===== src/rtl/mc_cycle_cpu.sv =====
// Multi-cycle MIPS-subset core: one ALU, one register file and one extender
// shared across FETCH/DECODE/EXEC/MEM/WB, with handshaked external memories.
module mc_cycle_cpu #(
  parameter logic [31:0] RESET_PC        = 32'h0000_3000,
  parameter int unsigned TIMEOUT         = 16,
  parameter bit          HALT_ON_ILLEGAL = 1'b1
) (
  input  logic        clock,
  input  logic        reset,
  output logic        imem_req,
  output logic [31:0] imem_addr,
  input  logic [31:0] imem_rdata,
  input  logic        imem_ready,
  output logic        dmem_req,
  output logic        dmem_we,
  output logic [31:0] dmem_addr,
  output logic [31:0] dmem_wdata,
  input  logic [31:0] dmem_rdata,
  input  logic        dmem_ready,
  output logic        halted,
  output logic [1:0]  err_code,
  output logic [31:0] instret
);

  localparam logic [7:0] WAIT_LAST = 8'(TIMEOUT - 1);

  localparam logic [5:0] OP_RTYPE = 6'h00, OP_J    = 6'h02, OP_BEQ = 6'h04,
                         OP_ADDI  = 6'h08, OP_ADDIU = 6'h09, OP_ANDI = 6'h0C,
                         OP_ORI   = 6'h0D, OP_LUI  = 6'h0F, OP_LW  = 6'h23,
                         OP_SW    = 6'h2B;

  localparam logic [1:0] ERR_ILLEGAL = 2'd1, ERR_TIMEOUT = 2'd2, ERR_ALIGN = 2'd3;

  typedef enum logic [2:0] {S_FETCH, S_DECODE, S_EXEC, S_MEM, S_WB, S_HALT} state_t;
  typedef enum logic [2:0] {K_ALU, K_LW, K_SW, K_BEQ, K_J, K_ILL} kind_t;

  state_t      state;
  logic [31:0] pc, ir, a_reg, b_reg, imm32, alu_out, mdr;
  logic [7:0]  wait_cnt;
  logic [31:0] gpr [32];

  logic [5:0]  opcode, funct;
  logic [4:0]  rs, rt, rd, wb_dest;
  logic [31:0] rs_val, rt_val, wb_data, alu_res;
  kind_t       kind;

  assign opcode = ir[31:26];
  assign rs     = ir[25:21];
  assign rt     = ir[20:16];
  assign rd     = ir[15:11];
  assign funct  = ir[5:0];

  // r0 is hardwired to zero on the read side; writes to it are dropped in WB.
  assign rs_val  = (rs == 5'd0) ? '0 : gpr[rs];
  assign rt_val  = (rt == 5'd0) ? '0 : gpr[rt];
  assign wb_dest = (opcode == OP_RTYPE) ? rd : rt;
  assign wb_data = (opcode == OP_LW) ? mdr : alu_out;

  assign imem_req   = (state == S_FETCH) && !reset;
  assign imem_addr  = pc;
  assign dmem_req   = (state == S_MEM) && !reset;
  assign dmem_we    = dmem_req && (opcode == OP_SW);
  assign dmem_addr  = alu_out;
  assign dmem_wdata = b_reg;

  always_comb begin
    kind    = K_ILL;
    alu_res = '0;
    case (opcode)
      OP_RTYPE: begin
        kind = K_ALU;
        case (funct)
          6'h20, 6'h21: alu_res = a_reg + b_reg;
          6'h23:        alu_res = a_reg - b_reg;
          6'h24:        alu_res = a_reg & b_reg;
          6'h25:        alu_res = a_reg | b_reg;
          6'h2A:        alu_res = {31'd0, $signed(a_reg) < $signed(b_reg)};
          default:      kind    = K_ILL;
        endcase
      end
      OP_ADDI, OP_ADDIU: begin kind = K_ALU; alu_res = a_reg + imm32; end
      OP_ANDI:           begin kind = K_ALU; alu_res = a_reg & imm32; end
      OP_ORI:            begin kind = K_ALU; alu_res = a_reg | imm32; end
      OP_LUI:            begin kind = K_ALU; alu_res = {ir[15:0], 16'd0}; end
      OP_LW:             begin kind = K_LW;  alu_res = a_reg + imm32; end
      OP_SW:             begin kind = K_SW;  alu_res = a_reg + imm32; end
      OP_BEQ:            kind = K_BEQ;
      OP_J:              kind = K_J;
      default:           kind = K_ILL;
    endcase
  end

  // NOTE: all sequential state uses non-blocking assignments so every register
  // samples values from before the edge, independent of statement order.
  always_ff @(posedge clock) begin
    if (reset) begin
      state    <= S_FETCH;
      pc       <= RESET_PC;
      ir       <= '0;
      a_reg    <= '0;
      b_reg    <= '0;
      imm32    <= '0;
      alu_out  <= '0;
      mdr      <= '0;
      wait_cnt <= '0;
      instret  <= '0;
      halted   <= 1'b0;
      err_code <= '0;
    end else begin
      // Counter only survives inside FETCH/MEM; any other state clears it.
      wait_cnt <= '0;
      case (state)
        S_FETCH: begin
          if (imem_ready) begin
            ir    <= imem_rdata;
            pc    <= pc + 32'd4;
            state <= S_DECODE;
          end else if (wait_cnt == WAIT_LAST) begin
            state    <= S_HALT;
            halted   <= 1'b1;
            err_code <= ERR_TIMEOUT;
          end else begin
            wait_cnt <= wait_cnt + 8'd1;
          end
        end
        S_DECODE: begin
          a_reg <= rs_val;
          b_reg <= rt_val;
          imm32 <= (opcode == OP_ANDI || opcode == OP_ORI) ? {16'd0, ir[15:0]}
                                                           : {{16{ir[15]}}, ir[15:0]};
          state <= S_EXEC;
        end
        S_EXEC: begin
          alu_out <= alu_res;
          case (kind)
            K_ALU: state <= S_WB;
            K_LW, K_SW: begin
              if (alu_res[1:0] != 2'b00) begin
                state    <= S_HALT;
                halted   <= 1'b1;
                err_code <= ERR_ALIGN;
              end else begin
                state <= S_MEM;
              end
            end
            K_BEQ, K_J: begin
              if (kind == K_J)
                pc <= {pc[31:28], ir[25:0], 2'b00};
              else if (a_reg == b_reg)
                pc <= pc + {imm32[29:0], 2'b00};
              instret <= instret + 32'd1;
              state   <= S_FETCH;
            end
            default: begin
              if (HALT_ON_ILLEGAL) begin
                state    <= S_HALT;
                halted   <= 1'b1;
                err_code <= ERR_ILLEGAL;
              end else begin
                instret <= instret + 32'd1;
                state   <= S_FETCH;
              end
            end
          endcase
        end
        S_MEM: begin
          if (dmem_ready) begin
            if (opcode == OP_SW) begin
              instret <= instret + 32'd1;
              state   <= S_FETCH;
            end else begin
              mdr   <= dmem_rdata;
              state <= S_WB;
            end
          end else if (wait_cnt == WAIT_LAST) begin
            state    <= S_HALT;
            halted   <= 1'b1;
            err_code <= ERR_TIMEOUT;
          end else begin
            wait_cnt <= wait_cnt + 8'd1;
          end
        end
        S_WB: begin
          instret <= instret + 32'd1;
          state   <= S_FETCH;
        end
        default: state <= S_HALT;
      endcase
    end
  end

  // NOTE: the register file is deliberately not reset; software must write a
  // register before reading it, and leaving it out keeps it a plain RAM.
  always_ff @(posedge clock) begin
    if (!reset && state == S_WB && wb_dest != 5'd0)
      gpr[wb_dest] <= wb_data;
  end

endmodule

===== config.mk =====
export PLATFORM = sky130hd
export DESIGN_NAME = mc_cycle_cpu
export DESIGN_NICKNAME = d
export VERILOG_FILES = /design/src/rtl/mc_cycle_cpu.sv
export SDC_FILE = /design/constraint.sdc
export NUM_CORES = 2
export LEC_CHECK = 0
export BUFFER_PORTS_ARGS = -buffer_cell sky130_fd_sc_hd__buf_2
export CAP_MARGIN = 30
export CORE_MARGIN = 10
export CORE_UTILIZATION = 35
export DETAILED_ROUTE_END_ITERATION = 10
export SYNTH_ARGS = -nofsm -noshare
export SYNTH_HDL_FRONTEND = slang
export SYNTH_SLANG_ARGS = --single-unit

===== constraint.sdc =====
create_clock -name clock -period 5 [get_ports clock]
set_input_delay 0.25 -clock clock [delete_from_list [all_inputs] [get_ports clock]]
set_output_delay 0.25 -clock clock [all_outputs]
set_load 0.02 [all_outputs]

==> results.md <==
- Syn-to-layout area delta: 15.6%
- Final net count: 5320
- Status: complete, no violations
- Count of buffers from port buffering: 199
- Register with the most flip-flops: gpr
- Later-pin clock latency in the skew report: 850 ps
- Final hold viol count: 0
- CP Launch Type: flip-flop
- Clock tree buffer depth: 3
- Hold Path End: mdr[3]
- FILL cells: 17.4k
- Initial drt markers: 5868
- Drc violations: 0
- First drt pass iteration count: 6
- Vias/cell: 5.99
- Post-Synth Simple-Gate Area: 7.18%
- Antenna violations before repair: 9
- Metal-1 WL: 93000 µm
- Fin crit share: 81.9%
- Vias in the first global route: 45.5k
- Top cells by area, synth: edfxtp_1 46%, mux4_2 21%, dfxtp_1 7.8%
- Reg power frac: 45.1%
- Top sig layer: met5
- Asr flop ratio synth: 0%
- Xor/xnor share of the synthesized area: 1.00%
- Max reg flops: 1024
- P_sw: 6940 µW
- Maximum VDD drop: 0.000335 V
- Max_cap viols: 0
- Kind of critical path: reg2reg
- Largest net degree at the start of global routing: 95
- Synth Instances: 4767
- Final Slew Violations: 0
- Critical R2R Capture: gpr[28][9]
- Fin cells: 7681
- Hold WS: 211 ps
- Global-route wire length before repair: 331000 µm
- R2R depth: 8
- Final setup viols: 0
- Row cnt: 160
- Routed Antenna Nets: 0
- Leakage: 0.0261 µW
- Fin util: 40.8%
- Num ports: 202
- Cell Area, Synth: 67300 µm²
- Biggest area consumer among synthesized cells: edfxtp_1
- Cell variety after synth: 95
- Die height: 458 µm
- Die area: 210000 µm²
- CP Capture Type: flip-flop
- Power density cells: 334 nW/µm²
- RSZ-0062 raised after global routing: no
- Wire per inst: 29.9 µm
- Cell with the most instances after synthesis: edfxtp_1
- Yosys warns: 0
- Commonest cells in the netlist: 1024 x edfxtp_1, 640 x mux4_2, 360 x nand2_1, 351 x nor2_1, 339 x a21oi_1
- Worst-path fanout max: 14
- Switch share: 26.7%
- Worst Hold Depth: 4
- Clock sink count: 1287
- Routed wl met3: 22100 µm
- Via Count: 46.0k
- Htree depth: 4
- Yosys top cell area share: 45.7%
- Starting density of the core: 35.3%
- Tmin final: 4090 ps
- Die X: 458 µm
- Final total power: 26000 µW
- R2R Setup Slk: 910 ps
- Largest family of logic cells by synthesized area: multiplexers
- Metal2 WL: 107000 µm
- Clock share of power: 41.6%
- Post-Place Cells: 7336
- Post-synthesis mux area share: 23.3%
- Logic gate share of total power: 13.3%
- Crit path required time: 5480 ps
- Seq/Total Area, Yosys: 53.5%
- Worst hold path class: in2reg
- #FFs+latches synth: 1287
- Area fraction in compound gates after synthesis: 8.66%
- Worst-margin pin slew: 1020 ps
- Clock Tree Root: clkbuf_16
- Layout cells sized above 1: 25.5%
- DP Wirelength: 155000 µm
- Total track usage: 21.3%
- Relative slew slack: 31.5%
- Clk slew on worst S/H paths: 60 ps
- Hold Crit Start: dmem_rdata[3]
- GRT Residual Overflow: 0
- Syn_area_per_cell: 14.1 µm²
- Final wirelength: 230000 µm
- CTS tree: yes
- Post-synth EDFFs: 1024
- Synth Area in Adders: 3.69%
- Top FF cell, synth: edfxtp_1
- WP data arrival: 4580 ps
- Fin Clk Skew: 74.0 ps
- TritonCTS buffer count: 145
- RR Startpoint: ir[31]
- Sum Neg Setup Slack: 0 ps
- Final Wtd Congestion: 0.939
- Core region area: 191000 µm²
- Fmax: 0.244 GHz
- Pint: 19100 µW
-- worst max-delay path by stage --
stage | start | endpoint | slack, ps | cells after the start
after floorplan | ir[29] | gpr[24][0] | 1120 | 8
after global placement | ir[31] | gpr[28][7] | 1010 | 8
after detailed placement | ir[31] | gpr[3][3] | 940 | 6
after CTS | ir[31] | gpr[22][4] | 930 | 6
after global routing | ir[31] | gpr[22][5] | 780 | 6
final | ir[31] | gpr[28][9] | 910 | 8
-- metal layers --
metal,track usage (%),up-vias
li1,-,19500
met1,28.6,23800
met2,33.8,2335
met3,4.93,394
met4,7.45,8
met5,0,-
-- through the flow --
stage	worst slack, ps	instance area (µm²)
6_report	905	77800
3_3_place_gp	1010	72100
3_5_place_dp	938	72100
4_1_cts	931	77700
2_1_floorplan	1120	67400
5_1_grt	783	77800
-- critical path, stage by stage (launching register included) --
cell and delay, ps:
dfxtp_1 370, or4_4 600, or3_1 640, mux2i_1 350
nand2b_1 470, o211ai_1 170, buf_4 240, nor2_4 490
buf_4 420
-- cell type report --
cell class | instances | area, µm² | area share, %
Multi-Input combinational cell | 3049 | 29900 | 38.4
Tap cell | 2511 | 3140 | 4.04
Inverter | 146 | 548 | 0.704
Sequential cell | 1287 | 36100 | 46.3
Clock buffer | 190 | 3920 | 5.04
Clock inverter | 68 | 900 | 1.16
Timing Repair Buffer | 427 | 3330 | 4.28
Antenna cell | 3 | 7.51 | 0.00965
-- placed cells by master (no fill, tap or decap), types with 36 or more instances in the layout --
master | Yosys | final
a21oi_1 | 339 | 339
ha_1 | 192 | 192
dfxtp_1 | 263 | 251
mux2_2 | 36 | 36
mux2i_1 | 85 | 85
xor2_1 | 46 | 46
nand2b_1 | 37 | 37
mux4_2 | 640 | 640
clkbuf_16 | 0 | 146
nor2_1 | 351 | 320
inv_1 | 146 | 146
nand2_1 | 360 | 357
o21ai_0 | 168 | 168
dlygate4sd3_1 | 0 | 81
a21o_1 | 40 | 40
edfxtp_1 | 1024 | 1024
nor3_1 | 65 | 63
nand3_1 | 69 | 69
buf_2 | 14 | 199
buf_4 | 4 | 113
a211oi_1 | 48 | 48
-- power by group through the flow --
stage	Clock, µW	Combinational (µW)	Sequential, µW
3_3_place_gp	0	3340	11900
6_report	10800	3450	11700
4_1_cts	11000	3410	11700
3_5_place_dp	0	3340	12000
2_1_floorplan	0	2240	11800
5_1_grt	11500	3650	11700
-- cell families after synthesis --
kind of cell,count (synthesis)
AOI/OAI and AO/OA,916
xor gates and xnor gates,77
adders and majority gates,196
buffers and inverters,464
DFF,1287
muxes,761
other,1
and+or+nand+nor,1065
-- repair_timing --
action	in CTS	in global routing
endpoints found under the hold margin	131	0
setup buffers	0	0
resized for setup	0	0
hold buffers	81	0
Power figures use the tool's default switching activity.
